File: config.mk
export PLATFORM = sky130hd
export DESIGN_NAME = vol_ctrl_stereo
export DESIGN_NICKNAME = d
export VERILOG_FILES = /design/src/rtl/vol_ctrl_stereo.sv
export SDC_FILE = /design/constraint.sdc
export NUM_CORES = 1
export LEC_CHECK = 0
export ABC_CLOCK_PERIOD_IN_PS = 3200
export CAP_MARGIN = 10
export CORE_MARGIN = 4
export CORE_UTILIZATION = 39
export CTS_CLUSTER_DIAMETER = 50
export CTS_CLUSTER_SIZE = 14
export DETAILED_ROUTE_END_ITERATION = 6
export HOLD_SLACK_MARGIN = 0.05
export PLACE_DENSITY_LB_ADDON = 0.25
export SKIP_LAST_GASP = 1
export SLEW_MARGIN = 20
export SYNTH_ARGS = -nofsm -noshare
export SYNTH_HDL_FRONTEND = slang
export SYNTH_SLANG_ARGS = --single-unit
File: constraint.sdc
create_clock -name CLK -period 3.2 [get_ports CLK]
set_input_delay 0.8 -clock CLK [delete_from_list [all_inputs] [get_ports CLK]]
set_output_delay 0.8 -clock CLK [all_outputs]
set_load 0.02 [all_outputs]
File: src/rtl/vol_ctrl_stereo.sv
// rtl/vol_ctrl_stereo.sv - stereo volume setter: debounced buttons, auto-repeat, coalesced SCI_VOL writes
// Optional feature macro: VOL_MUTE_EN (adds MUTE button and a mute flag)
// Ports:
//   CLK, RST        clock, synchronous active-high reset
//   UP, DOWN        raw buttons; UP = louder (less attenuation), DOWN = quieter
//   MUTE            raw mute toggle button (VOL_MUTE_EN only)
//   SEL             channel select: 00/11 both, 01 left, 10 right
//   VOL, VOL_VALID  SCI_VOL write request; VOL is stable while VOL_VALID=1
//   VOL_READY       sequencer accept; transfer on VOL_VALID & VOL_READY
//   BUSY            write pending or target differs from VOL
`timescale 1ns/1ps
module vol_ctrl_stereo #(
  parameter int              CH_W       = 8,
  parameter logic [CH_W-1:0] STEP       = 8'h10,
  parameter logic [CH_W-1:0] ATT_MIN    = 8'h00,
  parameter logic [CH_W-1:0] ATT_MAX    = 8'hF0,
  parameter logic [CH_W-1:0] ATT_RST    = 8'h40,
  parameter int              DEB_CYCLES = 1000000,
  parameter int              RPT_DLY    = 50000000,
  parameter int              RPT_PER    = 10000000
) (
  input  logic              CLK,
  input  logic              RST,
  input  logic              UP,
  input  logic              DOWN,
`ifdef VOL_MUTE_EN
  input  logic              MUTE,
`endif
  input  logic [1:0]        SEL,
  output logic [2*CH_W-1:0] VOL,
  output logic              VOL_VALID,
  input  logic              VOL_READY,
  output logic              BUSY
);

`ifdef VOL_MUTE_EN
  localparam int NB = 3;
  localparam int B_MU = 2;
`else
  localparam int NB = 2;
`endif
  localparam int B_UP = 0;
  localparam int B_DN = 1;

  localparam int CNT_MAX = (DEB_CYCLES > RPT_DLY)
                         ? ((DEB_CYCLES > RPT_PER) ? DEB_CYCLES : RPT_PER)
                         : ((RPT_DLY > RPT_PER) ? RPT_DLY : RPT_PER);
  localparam int CNT_W = $clog2(CNT_MAX + 1);
  localparam logic [CNT_W-1:0] DEB_LAST = CNT_W'(DEB_CYCLES - 1);
  localparam logic [CNT_W-1:0] DLY_C    = CNT_W'(RPT_DLY);
  localparam logic [CNT_W-1:0] PER_C    = CNT_W'(RPT_PER);
  localparam logic [2*CH_W-1:0] VOL_RST = {ATT_RST, ATT_RST};

  // ---------------------------------------------------------------- inputs
  logic [NB-1:0]    raw;
  logic [NB-1:0]    sync1_q, sync2_q, deb_q, deb_prev_q;
  logic [CNT_W-1:0] deb_cnt_q [NB];
  logic [NB-1:0]    rise;

  always_comb begin
`ifdef VOL_MUTE_EN
    raw = {MUTE, DOWN, UP};
`else
    raw = {DOWN, UP};
`endif
  end

  // The debounced level flips only after DEB_CYCLES consecutive cycles of the
  // synchronised level disagreeing with it; any agreement restarts the count.
  always_ff @(posedge CLK) begin
    if (RST) begin
      sync1_q    <= '0;
      sync2_q    <= '0;
      deb_q      <= '0;
      deb_prev_q <= '0;
      for (int i = 0; i < NB; i++) deb_cnt_q[i] <= '0;
    end else begin
      sync1_q    <= raw;
      sync2_q    <= sync1_q;
      deb_prev_q <= deb_q;
      for (int i = 0; i < NB; i++) begin
        if (sync2_q[i] == deb_q[i]) begin
          deb_cnt_q[i] <= '0;
        end else if (deb_cnt_q[i] == DEB_LAST) begin
          deb_q[i]     <= sync2_q[i];
          deb_cnt_q[i] <= '0;
        end else begin
          deb_cnt_q[i] <= deb_cnt_q[i] + 1'b1;
        end
      end
    end
  end

  assign rise = deb_q & ~deb_prev_q;

  // ---------------------------------------------------------------- repeat
  // Index 0 = UP, 1 = DOWN. A button counts as held only while the other one
  // is released, so holding both parks both counters at zero and the survivor
  // restarts with the full first-repeat delay.
  logic [1:0]       held, rpt_fire, rpt_seen_q;
  logic [CNT_W-1:0] rpt_cnt_q [2];
  logic             step_up, step_dn;

  always_comb begin
    held[0] = deb_q[B_UP] & ~deb_q[B_DN];
    held[1] = deb_q[B_DN] & ~deb_q[B_UP];
    for (int b = 0; b < 2; b++) begin
      rpt_fire[b] = held[b] & (rpt_cnt_q[b] == (rpt_seen_q[b] ? PER_C : DLY_C));
    end
    step_up = (rise[B_UP] & held[0]) | rpt_fire[0];
    step_dn = (rise[B_DN] & held[1]) | rpt_fire[1];
  end

  // rpt_cnt_q counts cycles since the last step of this button.
  always_ff @(posedge CLK) begin
    if (RST) begin
      rpt_seen_q <= '0;
      for (int b = 0; b < 2; b++) rpt_cnt_q[b] <= '0;
    end else begin
      for (int b = 0; b < 2; b++) begin
        if (!held[b]) begin
          rpt_cnt_q[b]  <= '0;
          rpt_seen_q[b] <= 1'b0;
        end else if (rpt_fire[b]) begin
          rpt_cnt_q[b]  <= CNT_W'(1);
          rpt_seen_q[b] <= 1'b1;
        end else begin
          rpt_cnt_q[b]  <= rpt_cnt_q[b] + 1'b1;
        end
      end
    end
  end

  // ---------------------------------------------------------------- target
  // One extra bit keeps the saturation compares free of wrap-around.
  function automatic logic [CH_W-1:0] att_louder(input logic [CH_W-1:0] t);
    logic [CH_W:0] floor_w;
    floor_w = {1'b0, ATT_MIN} + {1'b0, STEP};
    return ({1'b0, t} < floor_w) ? ATT_MIN : t - STEP;
  endfunction

  function automatic logic [CH_W-1:0] att_quieter(input logic [CH_W-1:0] t);
    logic [CH_W:0] sum_w;
    sum_w = {1'b0, t} + {1'b0, STEP};
    return (sum_w > {1'b0, ATT_MAX}) ? ATT_MAX : sum_w[CH_W-1:0];
  endfunction

  logic [CH_W-1:0] tgt_l_q, tgt_r_q, tgt_l_d, tgt_r_d;
  logic            sel_l, sel_r;

  always_comb begin
    sel_l   = (SEL != 2'b10);
    sel_r   = (SEL != 2'b01);
    tgt_l_d = tgt_l_q;
    tgt_r_d = tgt_r_q;
    if (step_up) begin
      if (sel_l) tgt_l_d = att_louder(tgt_l_q);
      if (sel_r) tgt_r_d = att_louder(tgt_r_q);
    end else if (step_dn) begin
      if (sel_l) tgt_l_d = att_quieter(tgt_l_q);
      if (sel_r) tgt_r_d = att_quieter(tgt_r_q);
    end
  end

  always_ff @(posedge CLK) begin
    if (RST) begin
      tgt_l_q <= ATT_RST;
      tgt_r_q <= ATT_RST;
    end else begin
      tgt_l_q <= tgt_l_d;
      tgt_r_q <= tgt_r_d;
    end
  end

  // ---------------------------------------------------------------- mute
  logic [2*CH_W-1:0] cmp_word;
`ifdef VOL_MUTE_EN
  localparam logic [CH_W-1:0] MUTE_CH = {{(CH_W-1){1'b1}}, 1'b0};
  logic mute_q;

  always_ff @(posedge CLK) begin
    if (RST)             mute_q <= 1'b0;
    else if (rise[B_MU]) mute_q <= ~mute_q;
  end

  assign cmp_word = mute_q ? {MUTE_CH, MUTE_CH} : {tgt_l_q, tgt_r_q};
`else
  assign cmp_word = {tgt_l_q, tgt_r_q};
`endif

  // ---------------------------------------------------------------- transfer
  typedef enum logic {S_IDLE, S_SEND} state_t;
  state_t            state_q;
  logic [2*CH_W-1:0] vol_q;
  logic              valid_q;

  // Steps landing during SEND only move the target; the IDLE compare after the
  // handshake then issues one write with the latest value.
  always_ff @(posedge CLK) begin
    if (RST) begin
      state_q <= S_IDLE;
      vol_q   <= VOL_RST;
      valid_q <= 1'b0;
    end else begin
      case (state_q)
        S_IDLE: begin
          if (cmp_word != vol_q) begin
            vol_q   <= cmp_word;
            valid_q <= 1'b1;
            state_q <= S_SEND;
          end
        end
        S_SEND: begin
          if (VOL_READY) begin
            valid_q <= 1'b0;
            state_q <= S_IDLE;
          end
        end
      endcase
    end
  end

  assign VOL       = vol_q;
  assign VOL_VALID = valid_q;
  assign BUSY      = valid_q | (cmp_word != vol_q);

endmodule

==> metrics.log, run 1 <==
[metrics] run status: completed
[metrics] WP data required: 2.40 ns
[metrics] capture endpoint of the worst hold path: sync2_q[0]
[metrics] remaining design rule violation count: 0
[metrics] total clock buffers created by CTS: 17
[metrics] Reg-to-Reg Start: rpt_cnt_q[1][21]
[metrics] number of gates resized after cts: 0
[metrics] r2r endpoint: tgt_r_q[6]
[metrics] count leader, synth: sky130_fd_sc_hd__nor2_1
[metrics] slew of the pin with the lowest slew margin: 0.9400 ns
[metrics] overflow left after global routing: 0
[metrics] detailed-route via count: 5106
[metrics] number of nets in the layout: 844
[metrics] area share of the largest cell type after synthesis: 43.97%
[metrics] htree depth: 4
[metrics] start-to-end type of the worst setup path: flip-flop to output port
[metrics] most instantiated flip-flop cell in the synthesis netlist: sky130_fd_sc_hd__edfxtp_1
[metrics] wire length of the first global-routing pass: 21820 um
[metrics] type of the tightest min-delay check: flip-flop to flip-flop
[metrics] count of different cell masters after synthesis: 54
[metrics] share of synthesized registers carrying an async set or reset: 0%
[metrics] kind of launch point of the worst setup path: flip-flop
[metrics] number of synthesized flops with an enable pin: 104
[metrics] clock-pin slew of the registers on the worst-case setup and hold paths: 0.05 ns
[metrics] highest attainable clock frequency: 332.5 MHz
[metrics] max-slew headroom at the worst pin: 37.33%
[metrics] cell row count: 49
[metrics] mean cell area of the mapped netlist: 10.15 um2
[metrics] detailed router's first-iteration violation count: 244
[metrics] clock latency on the worst-skew pair: 0.42 ns
[metrics] count of TritonRoute iterations in the first routing pass: 4
[metrics] initial antenna violation count: 0
[metrics] per-cell via count in the routed design: 4.781
[metrics] ratio of final minimum period to clock period: 94.00%
[metrics] Max-cap violations: 0
[metrics] Layout Utilization: 47.02%
[metrics] total global-route track usage: 13.02%
[metrics] R2R Setup Slk: 0.33 ns
[metrics] hold buffer count at CTS: 0
[metrics] Top-Level Pins: 25
[metrics] number of nets with antenna violations after detailed routing: 0
[metrics] multi-input gate area in the final layout: 3607 um2
[metrics] count of yosys warnings during synthesis: 0
[metrics] arrival time of data at the critical path endpoint: 2.21 ns
[metrics] worst slack at placement: 0.3380 ns
[metrics] root buffer cell: sky130_fd_sc_hd__clkbuf_16
[metrics] max-slew violation count: 0
[metrics] largest net degree at the start of global routing: 27
[metrics] Final Total Pwr: 4.129 mW
[metrics] largest driver fanout on the critical path: 12
[metrics] total routed wirelength: 12540 um
[metrics] PnR worst setup slack: 0.1921 ns
[metrics] Die Height: 143.0 um
[metrics] hold-critical path depth: 1
[metrics] TNS Setup: 0 ns
[metrics] register area: 3684 um2
[metrics] ranking of synthesized cells by instance count: 129 x sky130_fd_sc_hd__nor2_1, 104 x sky130_fd_sc_hd__edfxtp_1, 59 x sky130_fd_sc_hd__xor2_1
[metrics] Post-Synthesis Cell Area: 7103 um2
[metrics] LEAKAGE: 2.999 nW
[metrics] Post-CTS Setup Repair Bufs: 0
[metrics] Hold Fails Final Rpt: 0
[metrics] biggest area consumer among synthesized cells: sky130_fd_sc_hd__edfxtp_1
[metrics] proportion of synthesized chip area in sequential cells: 51.86%
[metrics] # setup viols final: 0
[metrics] flip-flop and latch count after synthesis: 132
[metrics] number of global-route vias before repair: 4740
[metrics] routability-driven placement congestion ratio: 0.7972
[metrics] crit end category: output port
[metrics] die extent in x: 143.0 um
[metrics] crit path time final: 3.008 ns
[metrics] average routed wire per standard cell: 11.74 um
[metrics] DP HPWL: 8899 um
[metrics] Filler Cell Count: 1684
[metrics] setup repair after global routing missed its margin: false
[metrics] area of the core region: 17960 um2
[metrics] power density normalized to cell area: 488.8 nW/um2
[metrics] Synth area leaders: sky130_fd_sc_hd__edfxtp_1 44%, sky130_fd_sc_hd__dfxtp_1 7.9%, sky130_fd_sc_hd__xor2_1 7.3%
[metrics] Max Root-Sink Buffers: 2
[metrics] depth of the most critical reg-to-reg path: 7
[metrics] worst clock skew on the final layout: 0.01333 ns
[metrics] TritonCTS clock tree: built
[metrics] layout overhead on the synthesized area: 18.92%
[metrics] worst hold start: sync1_q[0]
[metrics] starting density of the core: 39.54%
[metrics] die footprint: 20440 um2
[metrics] Synth Instances: 700
[metrics] fraction of layout instances using a drive strength above 1: 5.244%
[metrics] highest ir drop seen on vdd: 0.3279 mV
[metrics] count of antenna diodes in the layout: 0
[metrics] Buffers on Ports: 16
[metrics] CTS sink count: 132
==> stage by stage <==
step / instance area [um2] / instances / hold slack (ns)
5_1_grt: 8447 / 1068 / 0.4626
6_report: 8447 / 1068 / 0.4358
3_3_place_gp: 7899 / 1036 / 0.4187
2_1_floorplan: 7516 / 810 / 0.4138
4_1_cts: 8447 / 1068 / 0.4393
3_5_place_dp: 7899 / 1036 / 0.4248
==> logic make-up (layout without fill, tap and decap cells) <==
group           count (synthesis)  in the layout  synth area share, %
mux                             9              9                1.286
simple gates                  338            338                24.13
fa+ha+maj                      11             11                1.938
xor+xnor                      100            100                12.33
flops                         132            132                51.86
other cells                     2            112               0.1057
compound gates                 56             56                5.179
buf+inv                        52             81                3.171
==> layout make-up <==
cell class	count	share of cell area, %
Inverter	23	1.022
Sequential cell	132	43.61
Multi-Input combinational cell	626	42.70
Timing Repair Buffer	26	2.785
Tap cell	229	3.392
Clock inverter	5	0.2814
Clock buffer	27	6.206
==> report_power, final <==
group | leakage, nW | total (mW) | switching (mW) | internal [mW]
logic | 1.43 | 0.342 | 0.181 | 0.161
registers | 1.30 | 2.00 | 0.0778 | 1.93
clock network | 0.274 | 1.78 | 0.673 | 1.11
total | 3.00 | 4.13 | 0.932 | 3.20
==> worst max path at each step <==
| stage | start | to | slack, ns | depth (start not counted) |
|---|---|---|---|---|
| 3_5_place_dp | rpt_cnt_q[1][21] | tgt_r_q[6] | 0.34 | 7 |
| 3_3_place_gp | rpt_cnt_q[1][21] | tgt_r_q[6] | 0.37 | 7 |
| 2_1_floorplan | rpt_cnt_q[1][21] | tgt_r_q[6] | 0.53 | 7 |
| 4_1_cts | tgt_r_q[7] | BUSY | 0.18 | 4 |
| 6_report | tgt_r_q[7] | BUSY | 0.19 | 4 |
| 5_1_grt | tgt_r_q[7] | BUSY | 0.08 | 4 |
==> sequential cells by signal (all words and copies together) (netlist names), 2 cells and up <==
signal / flops
rpt_cnt_q: 52
sync1_q: 2
VOL: 8
rpt_seen_q: 2
tgt_r_q: 4
sync2_q: 2
deb_prev_q: 2
deb_cnt_q: 52
deb_q: 2
tgt_l_q: 4
==> metal layers <==
metal	up-vias	share of wire, %	global-route usage, %	routed length (um)
met4	0	1.4	5.353	176
li1	2635	-	-	-
met1	2392	50	18.11	6286
met3	16	3.0	2.947	382
met5	-	0	0	0
met2	63	45	19.68	5694
==> placed cells by master, fill, tap and decap left out, types with 2 or more instances in the layout <==
cell | Yosys | layout
sky130_fd_sc_hd__mux2i_1 | 8 | 8
sky130_fd_sc_hd__clkinv_2 | 0 | 4
sky130_fd_sc_hd__nand2_1 | 40 | 40
sky130_fd_sc_hd__and4b_1 | 2 | 2
sky130_fd_sc_hd__clkbuf_1 | 19 | 5
sky130_fd_sc_hd__a21o_1 | 2 | 2
sky130_fd_sc_hd__nor4_1 | 6 | 6
sky130_fd_sc_hd__nand4_1 | 28 | 28
sky130_fd_sc_hd__clkbuf_8 | 0 | 4
sky130_fd_sc_hd__and3_1 | 14 | 14
sky130_fd_sc_hd__nand3_1 | 42 | 42
sky130_fd_sc_hd__and4_1 | 12 | 12
sky130_fd_sc_hd__conb_1 | 2 | 112
sky130_fd_sc_hd__nor2b_1 | 9 | 9
sky130_fd_sc_hd__or4_1 | 4 | 4
sky130_fd_sc_hd__buf_4 | 8 | 10
sky130_fd_sc_hd__nor3_1 | 11 | 11
sky130_fd_sc_hd__or3_1 | 14 | 14
sky130_fd_sc_hd__nor3b_1 | 5 | 5
sky130_fd_sc_hd__a21oi_1 | 19 | 19
sky130_fd_sc_hd__nor4bb_1 | 2 | 2
sky130_fd_sc_hd__clkbuf_16 | 0 | 18
sky130_fd_sc_hd__xor2_1 | 59 | 59
sky130_fd_sc_hd__o21ai_0 | 9 | 9
sky130_fd_sc_hd__inv_1 | 23 | 23
sky130_fd_sc_hd__a211o_1 | 4 | 4
sky130_fd_sc_hd__nand2b_1 | 5 | 5
sky130_fd_sc_hd__nor4b_1 | 5 | 5
sky130_fd_sc_hd__ha_1 | 11 | 11
sky130_fd_sc_hd__xnor2_1 | 41 | 41
sky130_fd_sc_hd__nand4b_1 | 3 | 3
sky130_fd_sc_hd__nor2_1 | 129 | 129
sky130_fd_sc_hd__a31oi_1 | 5 | 5
sky130_fd_sc_hd__dfxtp_1 | 28 | 28
sky130_fd_sc_hd__edfxtp_1 | 104 | 104
sky130_fd_sc_hd__clkdlybuf4s50_1 | 0 | 16
sky130_fd_sc_hd__a211oi_1 | 5 | 5
==> critical path, cell delays in order, from the launching register on <==
cell	delay (ns)
sky130_fd_sc_hd__dfxtp_1	0.56
sky130_fd_sc_hd__xnor2_1	0.18
sky130_fd_sc_hd__nand4_1	0.17
sky130_fd_sc_hd__or3_1	0.34
sky130_fd_sc_hd__clkdlybuf4s50_1	0.55
Power figures use the tool's default switching activity.
==> inputs of run 2 (changes only) <==
Settings changed: DONT_BUFFER_PORTS from default to 1, MAX_ROUTING_LAYER from default to met4.
==> metrics.log, run 2 (synthesis gave the netlist of run 1 again) <==
[metrics] layout overhead on the synthesized area: 16.45%
[metrics] count of antenna diodes in the layout: 0 (unchanged)
[metrics] leading cell type in the layout, fill and taps excluded: sky130_fd_sc_hd__nor2_1
[metrics] number of global-route vias before repair: 4738 (-0.042%)
[metrics] remaining design rule violation count: 0 (unchanged)
[metrics] depth of the most critical reg-to-reg path: 7 (unchanged)
[metrics] fraction of layout instances using a drive strength above 1: 5.488% (+0.24 points)
[metrics] largest driver fanout on the critical path: 7 (-5)
[metrics] worst hold start: RST
[metrics] power density normalized to cell area: 496.1 nW/um2 (+1.5%)
[metrics] overflow left after global routing: 0 (unchanged)
[metrics] Die Height: 143.0 um (unchanged)
[metrics] R2R Setup Slk: 0.31 ns (-0.02 ns)
[metrics] total placed cells including tap cells: 1017 (-1.8%)
[metrics] Top-Level Pins: 25 (unchanged)
[metrics] root buffer cell: sky130_fd_sc_hd__clkbuf_16
[metrics] start-to-end type of the worst setup path: flip-flop to flip-flop
[metrics] post-route worst hold slack: 0.4497 ns (+0.01383 ns)
[metrics] Post-CTS Setup Repair Bufs: 0 (unchanged)
[metrics] number of nets with antenna violations after detailed routing: 0 (unchanged)
[metrics] Buffers on Ports: 0 (-16)
[metrics] area of the core region: 17960 um2 (unchanged)
[metrics] total global-route track usage: 13.52% (+0.50 points)
[metrics] slew of the pin with the lowest slew margin: 0.6517 ns (-0.2883 ns)
[metrics] worst slack at placement: 0.3310 ns (-0.006980 ns)
[metrics] detailed-route via count: 4991 (-2.3%)
[metrics] highest attainable clock frequency: 346.5 MHz (+4.2%)
[metrics] kind of launch point of the worst setup path: flip-flop
[metrics] wire length of the first global-routing pass: 21890 um (+0.35%)
[metrics] die extent in x: 143.0 um (unchanged)
[metrics] switching power total: 0.9859 mW (+5.8%)
[metrics] Clock power frac: 44.4% (+1.2 points)
[metrics] slowest cell on the critical path: sky130_fd_sc_hd__or4_1
[metrics] clock latency on the worst-skew pair: 0.41 ns (about the same)
[metrics] count of TritonRoute iterations in the first routing pass: 4 (unchanged)
[metrics] starting density of the core: 39.54% (unchanged)
[metrics] TritonCTS clock tree: built
[metrics] TNS Setup: 0 ns (unchanged)
[metrics] number of gates resized after cts: 0 (unchanged)
[metrics] proportion of total power due to net switching: 24.02% (+1.5 points)
[metrics] detailed router's first-iteration violation count: 241 (-1.2%)
[metrics] most used cells in the layout excluding fill and tap cells: 129 x sky130_fd_sc_hd__nor2_1, 112 x sky130_fd_sc_hd__conb_1, 104 x sky130_fd_sc_hd__edfxtp_1, 59 x sky130_fd_sc_hd__xor2_1, 42 x sky130_fd_sc_hd__nand3_1
[metrics] hold-critical path depth: 1 (unchanged)
[metrics] r2r endpoint: tgt_r_q[6]
[metrics] die footprint: 20440 um2 (unchanged)
[metrics] DP HPWL: 8892 um (about the same)
[metrics] # setup viols final: 0 (unchanged)
[metrics] PnR worst setup slack: 0.3142 ns (+0.1221 ns)
[metrics] setup repair after global routing missed its margin: false
[metrics] run status: completed
[metrics] total routed wirelength: 12720 um (+1.4%)
[metrics] routability-driven placement congestion ratio: 0.7689 (-3.5%)
[metrics] gate family responsible for the most delay along the worst path: compound AO/OA/AOI/OAI gates
[metrics] worst clock skew on the final layout: 0.008838 ns (-0.004497 ns)
[metrics] Filler Cell Count: 1703 (+1.1%)
[metrics] multi-input gate area in the final layout: 3607 um2 (unchanged)
[metrics] highest cell delay on the worst timing path: 0.54 ns (-0.02 ns)
[metrics] max-slew headroom at the worst pin: 56.22% (+19 points)
[metrics] Reg-to-Reg Start: rpt_cnt_q[1][17]
[metrics] clock-pin slew of the registers on the worst-case setup and hold paths: 0.06 ns (about the same)
[metrics] cell row count: 49 (unchanged)
[metrics] capture endpoint of the worst hold path: sync1_q[1]
[metrics] type of the tightest min-delay check: input pin to flip-flop
[metrics] Layout Utilization: 46.05% (-0.98 points)
[metrics] number of nets in the layout: 825 (-2.3%)
[metrics] hold buffer count at CTS: 0 (unchanged)
[metrics] per-cell via count in the routed design: 4.758 (-0.48%)
[metrics] total clock buffers created by CTS: 17 (unchanged)
[metrics] largest net degree at the start of global routing: 32 (+19%)
[metrics] combinational group share of total power: 6.3% (-2.0 points)
[metrics] count of buffer and inverter cells on the critical path: 0 (-1)
[metrics] initial antenna violation count: 0 (unchanged)
[metrics] CTS sink count: 132 (unchanged)
[metrics] average routed wire per standard cell: 12.13 um (+3.3%)
[metrics] LEAKAGE: 2.926 nW (-2.4%)
[metrics] highest ir drop seen on vdd: 0.3704 mV (+13%)
[metrics] crit end category: flip-flop
[metrics] register area: 3684 um2 (unchanged)
[metrics] max-slew violation count: 0 (unchanged)
[metrics] Hold Fails Final Rpt: 0 (unchanged)
[metrics] Max-cap violations: 0 (unchanged)
[metrics] Max Root-Sink Buffers: 2 (unchanged)
[metrics] htree depth: 4 (unchanged)
[metrics] part of the total power dissipated in sequential elements: 49.3% (+0.8 points)
[metrics] Internal Dissipation: 3.118 mW (-2.5%)
[metrics] arrival time of data at the critical path endpoint: 3.19 ns (+0.98 ns)
[metrics] ordered list of cells on the worst path: or4_1 -> or3_1 -> a2111o_1 -> a21o_1 -> a21oi_2 -> o21ai_1 -> a211o_1
[metrics] ratio of final minimum period to clock period: 90.18% (-3.8 points)
[metrics] WP data required: 3.50 ns (+1.10 ns)
[metrics] crit path time final: 2.886 ns (-0.1221 ns)
[metrics] count of placed standard cells in the final layout, fillers left out: 1049 (-1.8%)
-- run 2: cell count changes in the layout (fill, tap and decap cells not counted) --
cell and change:
sky130_fd_sc_hd__clkinv_1 -1, sky130_fd_sc_hd__clkinv_2 -1, sky130_fd_sc_hd__buf_4 -3, sky130_fd_sc_hd__inv_6 +1, sky130_fd_sc_hd__clkbuf_16 +1, sky130_fd_sc_hd__clkdlybuf4s50_1 -16
sky130_fd_sc_hd__inv_4 +4, sky130_fd_sc_hd__clkbuf_8 -4, sky130_fd_sc_hd__clkinvlp_4 +2, sky130_fd_sc_hd__clkinv_4 +1, sky130_fd_sc_hd__clkbuf_1 -3
-- run 2: layout make-up --
| cell class | count | share of cell area (%) |
|---|---|---|
| clock inverters | 11 | 0.8773 |
| clock buffers | 21 | 5.839 |
| flip-flops and latches | 132 | 44.53 |
| inverters | 23 | 1.044 |
| well taps | 229 | 3.464 |
| multi-input cells | 626 | 43.61 |
| repair buffers | 7 | 0.6353 |
-- run 2: per-stage QoR --
stage	total power, mW	instance area [um2]
2_1_floorplan	2.268	7516
3_3_place_gp	2.310	7716
6_report	4.104	8272
3_5_place_dp	2.315	7716
5_1_grt	4.269	8272
4_1_cts	4.151	8272
-- run 2: worst max-delay path by stage --
| stage | start | end | slack, ns | depth (start not counted) |
|---|---|---|---|---|
| 6_report | rpt_cnt_q[1][17] | tgt_r_q[6] | 0.31 | 7 |
| 5_1_grt | rpt_cnt_q[1][17] | tgt_r_q[6] | 0.18 | 7 |
| 4_1_cts | rpt_cnt_q[1][21] | tgt_r_q[6] | 0.30 | 7 |
| 3_5_place_dp | rpt_cnt_q[1][21] | tgt_r_q[6] | 0.33 | 7 |
| 3_3_place_gp | rpt_cnt_q[1][21] | tgt_r_q[6] | 0.37 | 7 |
| 2_1_floorplan | rpt_cnt_q[1][21] | tgt_r_q[6] | 0.53 | 7 |
-- run 2: power groups by stage --
stage               clock (mW)  combinational, mW  sequential [mW]
finish                    1.82              0.259             2.02
global route              1.94              0.293             2.03
CTS                       1.87              0.257             2.02
detailed placement           0              0.254             2.06
global placement             0              0.253             2.06
floorplan                    0              0.232             2.04
-- run 2: routing by layer --
metal  share of wire (%)  wire (um)  GRT usage (%)
met1                  50       6414          17.95
met2                  46       5842          20.57
met3                 2.2        279          2.914
met4                 1.4        183          4.702
met5                   0          0              -
-- run 2: worst reg2reg max path: stages, from the launching register on --
cell and delay [ns]:
sky130_fd_sc_hd__edfxtp_1 0.45, sky130_fd_sc_hd__or4_1 0.54, sky130_fd_sc_hd__or3_1 0.35, sky130_fd_sc_hd__a2111o_1 0.51, sky130_fd_sc_hd__a21o_1 0.24, sky130_fd_sc_hd__a21oi_2 0.27
sky130_fd_sc_hd__o21ai_1 0.12, sky130_fd_sc_hd__a211o_1 0.29
==> inputs of run 3 (changes only) <==
Settings changed: CORE_UTILIZATION 39 to 54, PLACE_DENSITY from default to 0.69, PLACE_DENSITY_LB_ADDON 0.25 to default.
==> metrics.log, run 3 (synthesis gave the netlist of run 1 again) <==
[metrics] fraction of layout instances using a drive strength above 1: 5.000% (-0.49 points)
[metrics] post-route worst hold slack: 0.4383 ns (-0.01140 ns)
[metrics] total clock buffers created by CTS: 17 (unchanged)
[metrics] count of antenna diodes in the layout: 0 (unchanged)
[metrics] PnR worst setup slack: 0.2894 ns (-0.02480 ns)
[metrics] hold buffer count at CTS: 0 (unchanged)
[metrics] placed inst area: 7645 um2 (-0.92%)
[metrics] power density normalized to cell area: 498.7 nW/um2 (+0.53%)
[metrics] start-to-end type of the worst setup path: flip-flop to flip-flop
[metrics] depth of the most critical reg-to-reg path: 7 (unchanged)
[metrics] ratio of final minimum period to clock period: 90.96% (+0.78 points)
[metrics] highest attainable clock frequency: 343.6 MHz (-0.85%)
[metrics] clock-pin slew of the registers on the worst-case setup and hold paths: 0.06 ns (about the same)
[metrics] WP data required: 3.51 ns (about the same)
[metrics] crit path time final: 2.911 ns (+0.02480 ns)
[metrics] count of buffer and inverter cells on the critical path: 0 (unchanged)
[metrics] overflow left after global routing: 0 (unchanged)
[metrics] number of nets in the layout: 825 (unchanged)
[metrics] per-cell via count in the routed design: 5.149 (+8.2%)
[metrics] gate family responsible for the most delay along the worst path: compound AO/OA/AOI/OAI gates
[metrics] Die Height: 122.7 um (-14%)
[metrics] highest cell delay on the worst timing path: 0.53 ns (about the same)
[metrics] Post-CTS Setup Repair Bufs: 0 (unchanged)
[metrics] root buffer cell: sky130_fd_sc_hd__clkbuf_16
[metrics] run status: completed
[metrics] worst clock skew on the final layout: 0.007086 ns (-0.001752 ns)
[metrics] arrival time of data at the critical path endpoint: 3.22 ns (+0.03 ns)
[metrics] die extent in x: 122.7 um (-14%)
[metrics] cell row count: 41 (-16%)
[metrics] setup repair after global routing missed its margin: false
[metrics] average routed wire per standard cell: 12.73 um (+5.0%)
[metrics] DP HPWL: 8922 um (+0.33%)
[metrics] die footprint: 15050 um2 (-26%)
[metrics] kind of launch point of the worst setup path: flip-flop
[metrics] CTS sink count: 132 (unchanged)
[metrics] TritonCTS clock tree: built
[metrics] number of gates resized after cts: 0 (unchanged)
[metrics] detailed router's first-iteration violation count: 325 (+35%)
[metrics] number of global-route vias before repair: 4988 (+5.3%)
[metrics] type of the tightest min-delay check: flip-flop to flip-flop
[metrics] htree depth: 4 (unchanged)
[metrics] Final Cell Area: 8203 um2 (-0.83%)
[metrics] slew of the pin with the lowest slew margin: 0.8963 ns (+0.2446 ns)
[metrics] hold-critical path depth: 1 (unchanged)
[metrics] wire length of the first global-routing pass: 22410 um (+2.4%)
[metrics] total global-route track usage: 19.16% (+5.6 points)
[metrics] register area: 3684 um2 (unchanged)
[metrics] largest driver fanout on the critical path: 7 (unchanged)
[metrics] worst slack at placement: 0.3158 ns (-0.01517 ns)
[metrics] LEAKAGE: 2.928 nW (about the same)
[metrics] Filler Cell Count: 1066 (-37%)
[metrics] TNS Setup: 0 ns (unchanged)
[metrics] remaining design rule violation count: 0 (unchanged)
[metrics] initial antenna violation count: 0 (unchanged)
[metrics] detailed-route via count: 5108 (+2.3%)
[metrics] Hold Fails Final Rpt: 0 (unchanged)
[metrics] total routed wirelength: 12630 um (-0.69%)
[metrics] starting density of the core: 55.61% (+16 points)
[metrics] number of nets with antenna violations after detailed routing: 0 (unchanged)
[metrics] largest net degree at the start of global routing: 32 (unchanged)
[metrics] # setup viols final: 0 (unchanged)
[metrics] crit end category: flip-flop
[metrics] clock latency on the worst-skew pair: 0.42 ns (about the same)
[metrics] Max Root-Sink Buffers: 2 (unchanged)
[metrics] Buffers on Ports: 0 (unchanged)
[metrics] area of the core region: 12770 um2 (-29%)
[metrics] Max-cap violations: 0 (unchanged)
[metrics] total number of cells along the worst setup path: 7 (unchanged)
[metrics] Top-Level Pins: 25 (unchanged)
[metrics] highest ir drop seen on vdd: 0.4777 mV (+29%)
[metrics] slowest cell on the critical path: sky130_fd_sc_hd__or4_1
[metrics] multi-input gate area in the final layout: 3607 um2 (unchanged)
[metrics] ordered list of cells on the worst path: or4_1 -> or3_1 -> a2111o_1 -> a21o_1 -> a21oi_2 -> o21ai_1 -> a211o_1
[metrics] count of TritonRoute iterations in the first routing pass: 6 (+2)
[metrics] most used cells in the layout excluding fill and tap cells: 129 x sky130_fd_sc_hd__nor2_1, 112 x sky130_fd_sc_hd__conb_1, 104 x sky130_fd_sc_hd__edfxtp_1, 59 x sky130_fd_sc_hd__xor2_1, 42 x sky130_fd_sc_hd__nand3_1
[metrics] layout overhead on the synthesized area: 15.48%
[metrics] max-slew headroom at the worst pin: 40.03% (-16 points)
[metrics] max-slew violation count: 0 (unchanged)
[metrics] leading cell type in the layout, fill and taps excluded: sky130_fd_sc_hd__nor2_1
[metrics] routability-driven placement congestion ratio: 0.8683 (+13%)
run 3: changes by cell type in the layout (fill, tap and decap cells not counted):
cell and delta:
sky130_fd_sc_hd__clkinv_2 -1, sky130_fd_sc_hd__inv_4 -3, sky130_fd_sc_hd__clkbuf_8 +5, sky130_fd_sc_hd__clkinvlp_4 -2
sky130_fd_sc_hd__inv_6 -1, sky130_fd_sc_hd__clkinv_4 -1, sky130_fd_sc_hd__clkbuf_16 -1, sky130_fd_sc_hd__clkbuf_1 +4
run 3: final timing paths:
| path | endpoint | slack (ns) | from |
|---|---|---|---|
| setup / recovery | tgt_r_q[6] | 0.29 | rpt_cnt_q[1][21] |
| hold / removal | sync2_q[0] | 0.44 | sync1_q[0] |
| setup reg to reg | tgt_r_q[6] | 0.29 | rpt_cnt_q[1][21] |
| hold reg to reg | sync2_q[0] | 0.44 | sync1_q[0] |
run 3: report_power, final:
group | switching [mW] | total [mW] | internal, mW
combinational | 0.143 | 0.247 | 0.103
sequential | 0.101 | 2.03 | 1.92
clock | 0.680 | 1.82 | 1.14
run 3: per-stage QoR:
stage | power (mW) | cells | utilization, %
2_1_floorplan | 2.268 | 810 | -
6_report | 4.091 | 992 | 64.22
3_5_place_dp | 2.302 | 960 | 59.85
5_1_grt | 4.257 | 992 | 64.22
4_1_cts | 4.126 | 992 | 64.22
3_3_place_gp | 2.291 | 960 | 59.85
run 3: final cells by class:
cell class	count	share of cell area, %
Inverter	23	1.052
Clock inverter	3	0.1983
Multi-Input combinational cell	626	43.97
Timing Repair Buffer	7	0.6406
Clock buffer	29	6.605
Sequential cell	132	44.91
Tap cell	172	2.624
run 3: routing by layer:
layer	share of wire (%)	GRT usage (%)	vias to the layer above
met4	1.2	6.018	0
met5	0	-	-
li1	-	-	2599
met1	48	24.99	2403
met2	46	28.43	96
met3	4.5	6.359	10
